$ cat config.mk
export PLATFORM = sky130hd
export DESIGN_NAME = prga_encrypt
export DESIGN_NICKNAME = d
export VERILOG_FILES = /design/src/rtl/prga_encrypt.sv
export SDC_FILE = /design/constraint.sdc
export NUM_CORES = 1
export LEC_CHECK = 0
export ABC_CLOCK_PERIOD_IN_PS = 4140
export CORE_MARGIN = 2
export CORE_UTILIZATION = 55
export DETAILED_ROUTE_END_ITERATION = 8
export GPL_TIMING_DRIVEN = 1
export PLACE_DENSITY_LB_ADDON = 0.25
export SETUP_SLACK_MARGIN = 0.02
export SLEW_MARGIN = 40
export SYNTH_ARGS = -nofsm -noshare
export SYNTH_HDL_FRONTEND = slang
export SYNTH_SLANG_ARGS = --single-unit
$ cat constraint.sdc
create_clock -name clk -period 4.14 [get_ports clk]
set_input_delay 0.621 -clock clk [delete_from_list [all_inputs] [get_ports clk]]
set_output_delay 0.621 -clock clk [all_outputs]
set_load 0.02 [all_outputs]
$ cat src/rtl/prga_encrypt.sv
// RC4 keystream encryptor: reads a length-prefixed plaintext and a KSA-initialised S memory,
// then writes the length-prefixed ciphertext CT[k] = PT[k] ^ pad[k] through single-port RAMs.
module prga_encrypt #(
  parameter int DATA_W = 8,
  parameter int ADDR_W = 8
) (
  input  logic              clk,
  input  logic              rst,
  input  logic              en,
  output logic              rdy,
  output logic [ADDR_W-1:0] s_addr,
  input  logic [DATA_W-1:0] s_rddata,
  output logic [DATA_W-1:0] s_wrdata,
  output logic              s_wren,
  output logic [ADDR_W-1:0] pt_addr,
  input  logic [DATA_W-1:0] pt_rddata,
  output logic [ADDR_W-1:0] ct_addr,
  output logic [DATA_W-1:0] ct_wrdata,
  output logic              ct_wren
);

  typedef enum logic [3:0] {
    IDLE,
    RD_LEN,
    WAIT_LEN,
    WR_LEN,
    RD_I,
    WAIT_I,
    RD_J,
    WAIT_J,
    WR_I,
    WR_J,
    RD_P,
    WAIT_P,
    WR_CT
  } state_t;

  state_t            state;
  logic [DATA_W-1:0] i;
  logic [DATA_W-1:0] j;
  logic [DATA_W-1:0] k;
  logic [DATA_W-1:0] len;
  logic [DATA_W-1:0] si;
  logic [DATA_W-1:0] sj;

  logic [DATA_W-1:0] i_inc;
  logic [DATA_W-1:0] j_sum;
  logic [DATA_W-1:0] pad_idx;

  always_comb begin
    i_inc   = i + 1'b1;
    j_sum   = j + s_rddata;
    pad_idx = si + sj;
  end

  // Outputs are registered, so each state's address/data is loaded on the edge that enters it;
  // i and j advance on that same edge, and pad/pt bytes are XORed straight into ct_wrdata.
  always_ff @(posedge clk or posedge rst) begin
    if (rst) begin
      state     <= IDLE;
      i         <= '0;
      j         <= '0;
      k         <= '0;
      len       <= '0;
      si        <= '0;
      sj        <= '0;
      rdy       <= 1'b0;
      s_addr    <= '0;
      s_wrdata  <= '0;
      s_wren    <= 1'b0;
      pt_addr   <= '0;
      ct_addr   <= '0;
      ct_wrdata <= '0;
      ct_wren   <= 1'b0;
    end else begin
      s_addr    <= '0;
      s_wrdata  <= '0;
      s_wren    <= 1'b0;
      pt_addr   <= '0;
      ct_addr   <= '0;
      ct_wrdata <= '0;
      ct_wren   <= 1'b0;
      rdy       <= 1'b0;
      unique case (state)
        IDLE: begin
          if (rdy && en) begin
            state <= RD_LEN;
            i     <= '0;
            j     <= '0;
            k     <= '0;
          end else begin
            rdy <= 1'b1;
          end
        end
        RD_LEN: state <= WAIT_LEN;
        WAIT_LEN: begin
          len       <= pt_rddata;
          ct_wrdata <= pt_rddata;
          ct_wren   <= 1'b1;
          state     <= WR_LEN;
        end
        WR_LEN: begin
          k <= DATA_W'(1);
          if (len == '0) begin
            state <= IDLE;
          end else begin
            i      <= i_inc;
            s_addr <= ADDR_W'(i_inc);
            state  <= RD_I;
          end
        end
        RD_I: state <= WAIT_I;
        WAIT_I: begin
          si     <= s_rddata;
          j      <= j_sum;
          s_addr <= ADDR_W'(j_sum);
          state  <= RD_J;
        end
        RD_J: state <= WAIT_J;
        WAIT_J: begin
          sj       <= s_rddata;
          s_addr   <= ADDR_W'(i);
          s_wrdata <= s_rddata;
          s_wren   <= 1'b1;
          state    <= WR_I;
        end
        WR_I: begin
          s_addr   <= ADDR_W'(j);
          s_wrdata <= si;
          s_wren   <= 1'b1;
          state    <= WR_J;
        end
        WR_J: begin
          s_addr  <= ADDR_W'(pad_idx);
          pt_addr <= ADDR_W'(k);
          state   <= RD_P;
        end
        RD_P: state <= WAIT_P;
        WAIT_P: begin
          ct_addr   <= ADDR_W'(k);
          ct_wrdata <= pt_rddata ^ s_rddata;
          ct_wren   <= 1'b1;
          state     <= WR_CT;
        end
        WR_CT: begin
          k <= k + 1'b1;
          if (k == len) begin
            state <= IDLE;
          end else begin
            i      <= i_inc;
            s_addr <= ADDR_W'(i_inc);
            state  <= RD_I;
          end
        end
        default: state <= IDLE;
      endcase
    end
  end

endmodule
# After elaboration in Yosys (flattened, before gate mapping)
# Cells that the tools add are included.
[totals]
ff_bits = 95
out_inout_bits = 43
wordCells = 67
[classes]
reduce_logical = 10
n_addsub = 4
bitwise_logic = 1
n_mux = 21
n_eq_ne = 16
[ops]
columns = ["cell", "n"]
rows = [
  ["$mux W8", 7],
  ["$pmux W4 S13", 1],
  ["$pmux W8 S2", 3],
  ["$pmux W8 S3", 2],
  ["$pmux W8 S6", 1],
  ["$eq A4 B4 Y1 const B", 5],
  ["$add A8 B1 Y8 const B", 2],
  ["$add A8 B8 Y8", 2],
  ["$eq A4 B3 Y1 const B", 4],
  ["$eq A4 B2 Y1 const B", 2],
  ["$eq A8 B8 Y1", 1],
  ["$logic_not A8 Y1", 1],
  ["$xor A8 B8 Y8", 1],
  ["$mux W3", 2],
  ["$ne A2 B2 Y1 const B", 3],
  ["$eq A4 B1 Y1 const B", 1],
  ["$logic_not A4 Y1", 1],
  ["$mux W1", 4],
  ["$mux W4", 1],
  ["$reduce_and A2 Y1", 2],
  ["$reduce_and A4 Y1", 1],
  ["$reduce_or A2 Y1", 2],
  ["$reduce_bool A3 Y1", 1],
  ["$reduce_bool A2 Y1", 1],
  ["$logic_and A1 B1 Y1", 1],
]

# Depth between registers and ports, before layout
# Gate-level depths: netlist of the first run.
[logic_depth]
depth_word = 3
depth_mapped = 9
ltp_nobuf = 9

# Worst setup path before layout of the first run
# Ideal clock, no wire load.
[synth_path]
kind = "input port to flip-flop"
start = "input s_rddata[0]"
end = "register s_addr[6]"
slack_ns = 1.851
arrival_ns = 2.165
path_stages = 9
path_cell_list = "ha_1 inv_1 fa_1 nor2b_1 o21ai_0 a21oi_1 mux2i_1 nand4_1 a211o_1"
[synth_via]
elab_chain_len = 2
[synth_lines]
columns = ["element", "line", "rtl"]
rows = [
  ["start: declaration", "12", "input logic [DATA_W-1:0] s_rddata,"],
  ["$add A8 B8 Y8", "52", "j_sum = j + s_rddata;"],
  ["$pmux W8 S6", "84", "unique case (state)"],
  ["end signal: assignment", "108", "s_addr <= ADDR_W'(i_inc);"],
  ["end signal: assignment", "116", "s_addr <= ADDR_W'(j_sum);"],
  ["end signal: assignment", "122", "s_addr <= ADDR_W'(i);"],
  ["end: declaration", "11", "output logic [ADDR_W-1:0] s_addr,"],
]
# No other way between the ends.
# A chain may end at the register's enable or synchronous reset.

# Worst setup path in the final report of the first run
# Same ends and word-level chain as after synthesis.

==> results by group, run 1 <==
Run status
  • Status: completed

Yosys
  • Dominant cell type by area after synthesis: dfrtp_1
  • Synthesis Warnings: 0
  • Post-synthesis cell type count: 58
  • Post-synthesis sequential area ratio: 50.7%
  • Syn avg cell area: 10.4 sq um
  • Dominant cells by area after synthesis: dfrtp_1, o21ai_0, nand2_1, ha_1, mux2_2
  • Synth Flop Type: dfrtp_1
  • Post-synth EDFFs: 0
  • Most frequent cells after synthesis: dfrtp_1, nand2_1, o21ai_0, nor2_1, xor2_1
  • Synth Net Count: 489
  • Async S/R FF share, synth: 100%
  • Post-synth top area share: 50.7%
  • Mapped Cells: 452
  • Flops & latches, synth: 95
  • Area of the mapped netlist: 4690 sq um
  • Most common cell in the synthesized netlist: dfrtp_1

Floorplan
  • Die X-Extent: 96.3 um
  • Die Ht: 96.3 um
  • Die Area: 9280 sq um
  • Row cnt: 33
  • Core box area: 8260 sq um
  • Top Ports: 62
  • Initial Utilization: 56.8%

Detailed routing
  • Met3 wire length: 688 um
  • Routed length per instance: 17.8 um
  • Routed met2 length: 5520 um
  • Via-to-Cell Ratio: 5.90
  • Via count: 3668
  • First-pass detailed-route iteration total: 4
  • Post-route DRC: 0
  • Antenna Nets Post-Route: 0
  • Routed met1 length: 4590 um
  • Top sig layer: met4
  • DRT iter0 DRCs: 229
  • Total wire length: 11100 um

Global route
  • GRT Residual Overflow: 0
  • Initial antenna violation count: 0
  • Tot GR Track Use: 26.2%
  • Largest net degree at the start of global routing: 39
  • Number of global-route vias before repair: 3695
  • First-pass GRT wire length: 18300 um

Timing
  • Worst Skew: 12.0 ps
  • Measured slew at the worst slew-check pin: 751 ps
  • Fmax: 0.364 GHz
  • Final Worst Setup Slack: 1390 ps
  • Relative slew slack: 49.7%
  • Slew Limit Fails: 0
  • Unrepaired setup endpoints after global routing: no
  • Crit share post-route: 66.4%
  • Setup violators final: 0
  • Final setup TNS: 0 ps
  • Final Hold Viols: 0
  • Min Clock Period, post-route: 2750 ps

Placement
  • Dpl cells: 606
  • Final Wtd Congestion: 0.856
  • Place WS: 1080 ps
  • DP Wirelength: 8040 um
  • Port Buf Inserts: 61

Setup path
  • CP max stage cell: clkdlybuf4s50_1
  • Crit path max fanout: 6
  • Crit path required time: 4390 ps
  • Worst setup EP type: flop
  • Biggest cell delay along the critical path: 590 ps
  • Crit path kind: in -> reg
  • Crit start category: input port
  • Critical path, cell by cell: clkdlybuf4s50_1 > ha_1 > inv_1 > fa_1 > nor2b_1 > o21ai_0 > a21oi_1 > mux2i_1 > nand4_1 > a211o_1
  • Flop2flop setup slack: 1780 ps
  • Crit path DAT: 3000 ps

Power
  • VDD IR max: 0.000374 V
  • NetSw: 1.56 mW
  • Pint: 2.34 mW
  • Leakage power: 2.53 nW
  • Switching share of total power: 40.0%
  • Clock power frac: 17.5%
  • Sequential power share: 39.2%
  • PwrDens: 695 nW/um^2
  • Gate power share: 43.3%

Clock network
  • Clk_lat worst skew: 370 ps
  • H-tree depth: 3
  • Clock sinks: 95
  • Cts bufs inserted: 9
  • Reg clk slew, reported paths: 90 ps
  • Clock buffer depth: 2
  • Post_cts resized: 0
  • Root Driver: clkbuf_8
  • Post-CTS Hold Fix Bufs: 0
  • Setup bufs post-CTS: 0
  • CTS tree: yes

Finish
  • Area of the multi-input gates: 2190 sq um
  • Layout Nets: 549
  • Proportion of layout cells with a drive suffix above 1: 8.90%
  • Fill cells: 666
  • Storage cell area: 2380 sq um
  • Non-Filler Instances: 622
  • P&R area growth vs syn: 19.6%
  • Ant. Diodes: 0

Hold path
  • Hold Crit Class: reg -> reg

Job
  • Max-capacitance violation count: 0
[per-stage QoR]
step                instance area [sq um]  utilization (%)  total power [mW]  hold WS (ps)
floorplan                            4690                -              2.70           472
global placement                     5380             65.1              3.13           496
detailed placement                   5390             65.3              3.21           501
CTS                                  5610             67.9              3.90           522
global route                         5610             67.9              4.16           537
finish                               5610             67.9              3.90           519
[flip-flops by register name (all words and copies together) (netlist names)]
signal / count
rdy: 1
len: 8
state: 4
sj: 8
ct_wren: 1
s_wrdata: 8
s_addr: 8
pt_addr: 8
si: 8
s_wren: 1
ct_addr: 8
i: 8
j: 8
ct_wrdata: 8
k: 8
[final cells by class]
type                    instances  area share, %
clock buffers                  10           2.28
multi-input cells             329           39.0
repair buffers                 67           11.7
well taps                     105           2.34
inverters                      10          0.692
flip-flops and latches         95           42.4
clock inverters                 6           1.65
[final timing paths]
kind | endpoint | startpoint | cells after the start
max in group asynchronous | i[1] | rst | 3
max | s_addr[6] | s_rddata[0] | 10
min | sj[0] | sj[0] | 1
min in group asynchronous | len[7] | rst | 2
min reg2reg | sj[0] | sj[0] | 1
max reg2reg | s_addr[6] | state[0] | 6
[layer usage]
| metal | vias up | track usage, % |
|---|---|---|
| li1 | 1733 | - |
| met1 | 1805 | 32.9 |
| met2 | 105 | 44.2 |
| met3 | 25 | 5.09 |
| met4 | 0 | 11.6 |
| met5 | - | 0 |
[placed cells by master, fill, tap and decap left out, types with 5 or more instances in the layout]
cell             synthesis  layout
a22o_1                  10      10
dfrtp_1                 95      95
xnor2_1                  9       9
clkbuf_8                 0       9
nor3_1                   7       7
mux2_2                  15      15
nor2b_1                  5       5
nor2_1                  27      27
and2_1                  11      11
o211ai_1                 5       5
ha_1                    16      16
nand3_1                  8       8
nand2_1                 62      62
o21ai_0                 47      47
clkdlybuf4s50_1          0      61
a21oi_1                  7       7
a21o_1                   5       5
xor2_1                  17      17
buf_4                    4       6
and3_1                  12      12
inv_1                   10       9
[kinds of logic (layout without fill, tap and decap cells)]
logic type	Yosys count	after routing	share of synthesized area [%]
buf+inv	28	93	2.91
mux	16	16	3.82
xor+xnor	26	26	4.86
compound gates	106	106	14.7
flops	95	95	50.7
simple gates	163	163	17.9
fa+ha+maj	18	18	5.12
[power by group through the flow]
stage          clock [mW]  sequential [mW]  combinational [mW]
2_1_floorplan           0             1.51                1.19
3_3_place_gp            0             1.53                1.60
3_5_place_dp            0             1.54                1.67
4_1_cts             0.689             1.52                1.68
5_1_grt             0.720             1.57                1.88
6_report            0.683             1.53                1.69
[worst max-delay path: cells and delay by family]
family,cells,cell delay (ps)
AOI/OAI and AO/OA,3,630
buffers and inverters,2,650
and+or+nand+nor,2,250
adders and majority gates,2,630
muxes,1,210
Power figures use the tool's default switching activity.
==> run 2, diff against run 1 <==
- ABC_CLOCK_PERIOD_IN_PS: 4140 -> 2800
- clock period: 4.14 -> 2.8 ns (I/O delays scaled with it)
==> run 2 against run 1 <==
Against the previous run:
- flip-flop and latch count unchanged
- sequential share of layout area is 0.37 points lower
- worst hold slack got worse by 23 ps
- final area up 0.87%
- clock power up 27%
- utilization rose by 0.59 points
- cell count rose by 1.4%
- via count fell by 0.68%
- die area did not move
==> results by group, run 2 (synthesized netlist as in run 1, its figures left out) <==
Hold path
  • Hold Crit Class: in -> async

Detailed routing
  • Via count: 3643
  • First-pass detailed-route iteration total: 5
  • Post-route DRC: 0
  • Routed length per instance: 16.6 um
  • Antenna Nets Post-Route: 0
  • Via-to-Cell Ratio: 5.77
  • DRT iter0 DRCs: 212
  • Total wire length: 10500 um

Finish
  • Ant. Diodes: 0
  • Layout Nets: 558
  • Proportion of layout cells with a drive suffix above 1: 10.3%
  • Commonest non-fill, non-tap cell in the layout: dfrtp_1
  • P&R area growth vs syn: 20.7%
  • Most frequent cells in the layout: dfrtp_1, nand2_1, clkdlybuf4s50_1

Clock network
  • CTS tree: yes
  • Clock buffer depth: 2
  • Root Driver: clkbuf_8
  • H-tree depth: 3
  • Post_cts resized: 0
  • Reg clk slew, reported paths: 100 ps
  • Post-CTS Hold Fix Bufs: 0
  • Clk_lat worst skew: 380 ps
  • Cts bufs inserted: 9
  • Setup bufs post-CTS: 0
  • Clock sinks: 95

Setup path
  • Crit path max fanout: 3
  • Worst setup EP type: flop
  • Biggest cell delay along the critical path: 480 ps
  • Crit path kind: in -> reg
  • Critical path, cell by cell: clkdlybuf4s50_1 > ha_1 > inv_1 > fa_1 > nor2b_1 > o21ai_0 > a21oi_1 > mux2i_1 > nand4_1 > a211o_1
  • Crit start category: input port
  • Crit path required time: 3060 ps
  • Cell family with most CP delay: compound AO/OA/AOI/OAI gates
  • CP Buf/Inv Count: 2
  • Crit path DAT: 2660 ps
  • CP max stage cell: clkdlybuf4s50_1

Run status
  • Status: completed

Timing
  • Final setup TNS: 0 ps
  • Slew Limit Fails: 0
  • Final Hold Viols: 0
  • Setup violators final: 0
  • Crit share post-route: 85.8%
  • Worst hold slack: 496 ps
  • Measured slew at the worst slew-check pin: 695 ps
  • Fmax: 0.416 GHz
  • Unrepaired setup endpoints after global routing: no
  • Worst Skew: 17.7 ps
  • Relative slew slack: 53.6%
  • Min Clock Period, post-route: 2400 ps

Floorplan
  • Die X-Extent: 96.3 um
  • Top Ports: 62
  • Die Ht: 96.3 um
  • Die Area: 9280 sq um
  • Initial Utilization: 56.8%
  • Row cnt: 33
  • Core box area: 8260 sq um

Global route
  • GRT Residual Overflow: 0
  • Tot GR Track Use: 25.1%
  • First-pass GRT wire length: 17400 um
  • Initial antenna violation count: 0
  • Largest net degree at the start of global routing: 35
  • Number of global-route vias before repair: 3605

Job
  • Max-capacitance violation count: 0

Power
  • PwrDens: 991 nW/um^2
  • Switching share of total power: 41.0%
  • Pwr Total: 5.61 mW
  • NetSw: 2.30 mW
  • Leakage power: 2.56 nW
  • Sequential power share: 40.0%
  • Clock power frac: 15.5%
  • VDD IR max: 0.000602 V
  • Pint: 3.31 mW
  • Gate power share: 44.5%

Placement
  • Port Buf Inserts: 61
  • Final Wtd Congestion: 0.962
  • DP Wirelength: 7710 um
-- run 2: metrics by stage --
step	cells	setup WS, ps	utilization [%]	instance area [sq um]
finish	631	398	68.5	5660
global route	631	257	68.5	5660
CTS	631	411	68.5	5660
detailed placement	615	37.7	66.3	5470
global placement	615	115	66.3	5470
floorplan	452	712	-	4690
-- run 2: power by group through the flow --
| stage | sequential, mW | clock (mW) | combinational [mW] |
|---|---|---|---|
| after floorplan | 2.23 | 0 | 1.76 |
| after global placement | 2.25 | 0 | 2.41 |
| after detailed placement | 2.27 | 0 | 2.48 |
| after CTS | 2.24 | 0.898 | 2.50 |
| after global routing | 2.30 | 0.957 | 2.78 |
| final | 2.24 | 0.870 | 2.50 |
-- run 2: final timing paths --
| path | start | endpoint | slack [ps] | cells past startpoint |
|---|---|---|---|---|
| max | s_rddata[0] | s_addr[6] | 400 | 10 |
| min in group clk | sj[3] | sj[3] | 530 | 1 |
| max in group asynchronous | rst | j[7] | 1730 | 3 |
| min | rst | ct_wrdata[3] | 500 | 2 |
| min reg2reg | sj[3] | sj[3] | 530 | 1 |
| max reg2reg | j[0] | s_addr[6] | 540 | 9 |
-- run 2: layer usage --
metal	up-vias	GRT usage [%]	share of wire (%)
met5	-	0	0
met2	129	42.6	51
li1	1740	-	-
met4	0	9.04	1.8
met3	15	4.15	7.1
met1	1759	32.4	40
-- run 2: worst reg2reg max path, cell delays in order, from the launching register on --
cell and delay [ps]:
dfrtp_1 390, ha_1 200, inv_1 60, fa_1 410, nor2b_1 120, o21ai_0 100
a21oi_1 240, mux2i_1 230, nand4_1 130, a211o_1 290
-- run 2: area by class of cell --
type	instances	area, sq um
Tap cell	105	131
Clock inverter	6	57.6
Fill cell	651	2600
Clock buffer	10	128
Sequential cell	95	2380
Inverter	10	41.3
Multi-Input combinational cell	329	2170
Timing Repair Buffer	76	748
==> run 3, diff against run 2 <==
- SLEW_MARGIN: 40 -> 20
==> results of run 3 <==
No change in the layout: final DEF, timing and power equal those of run 2.
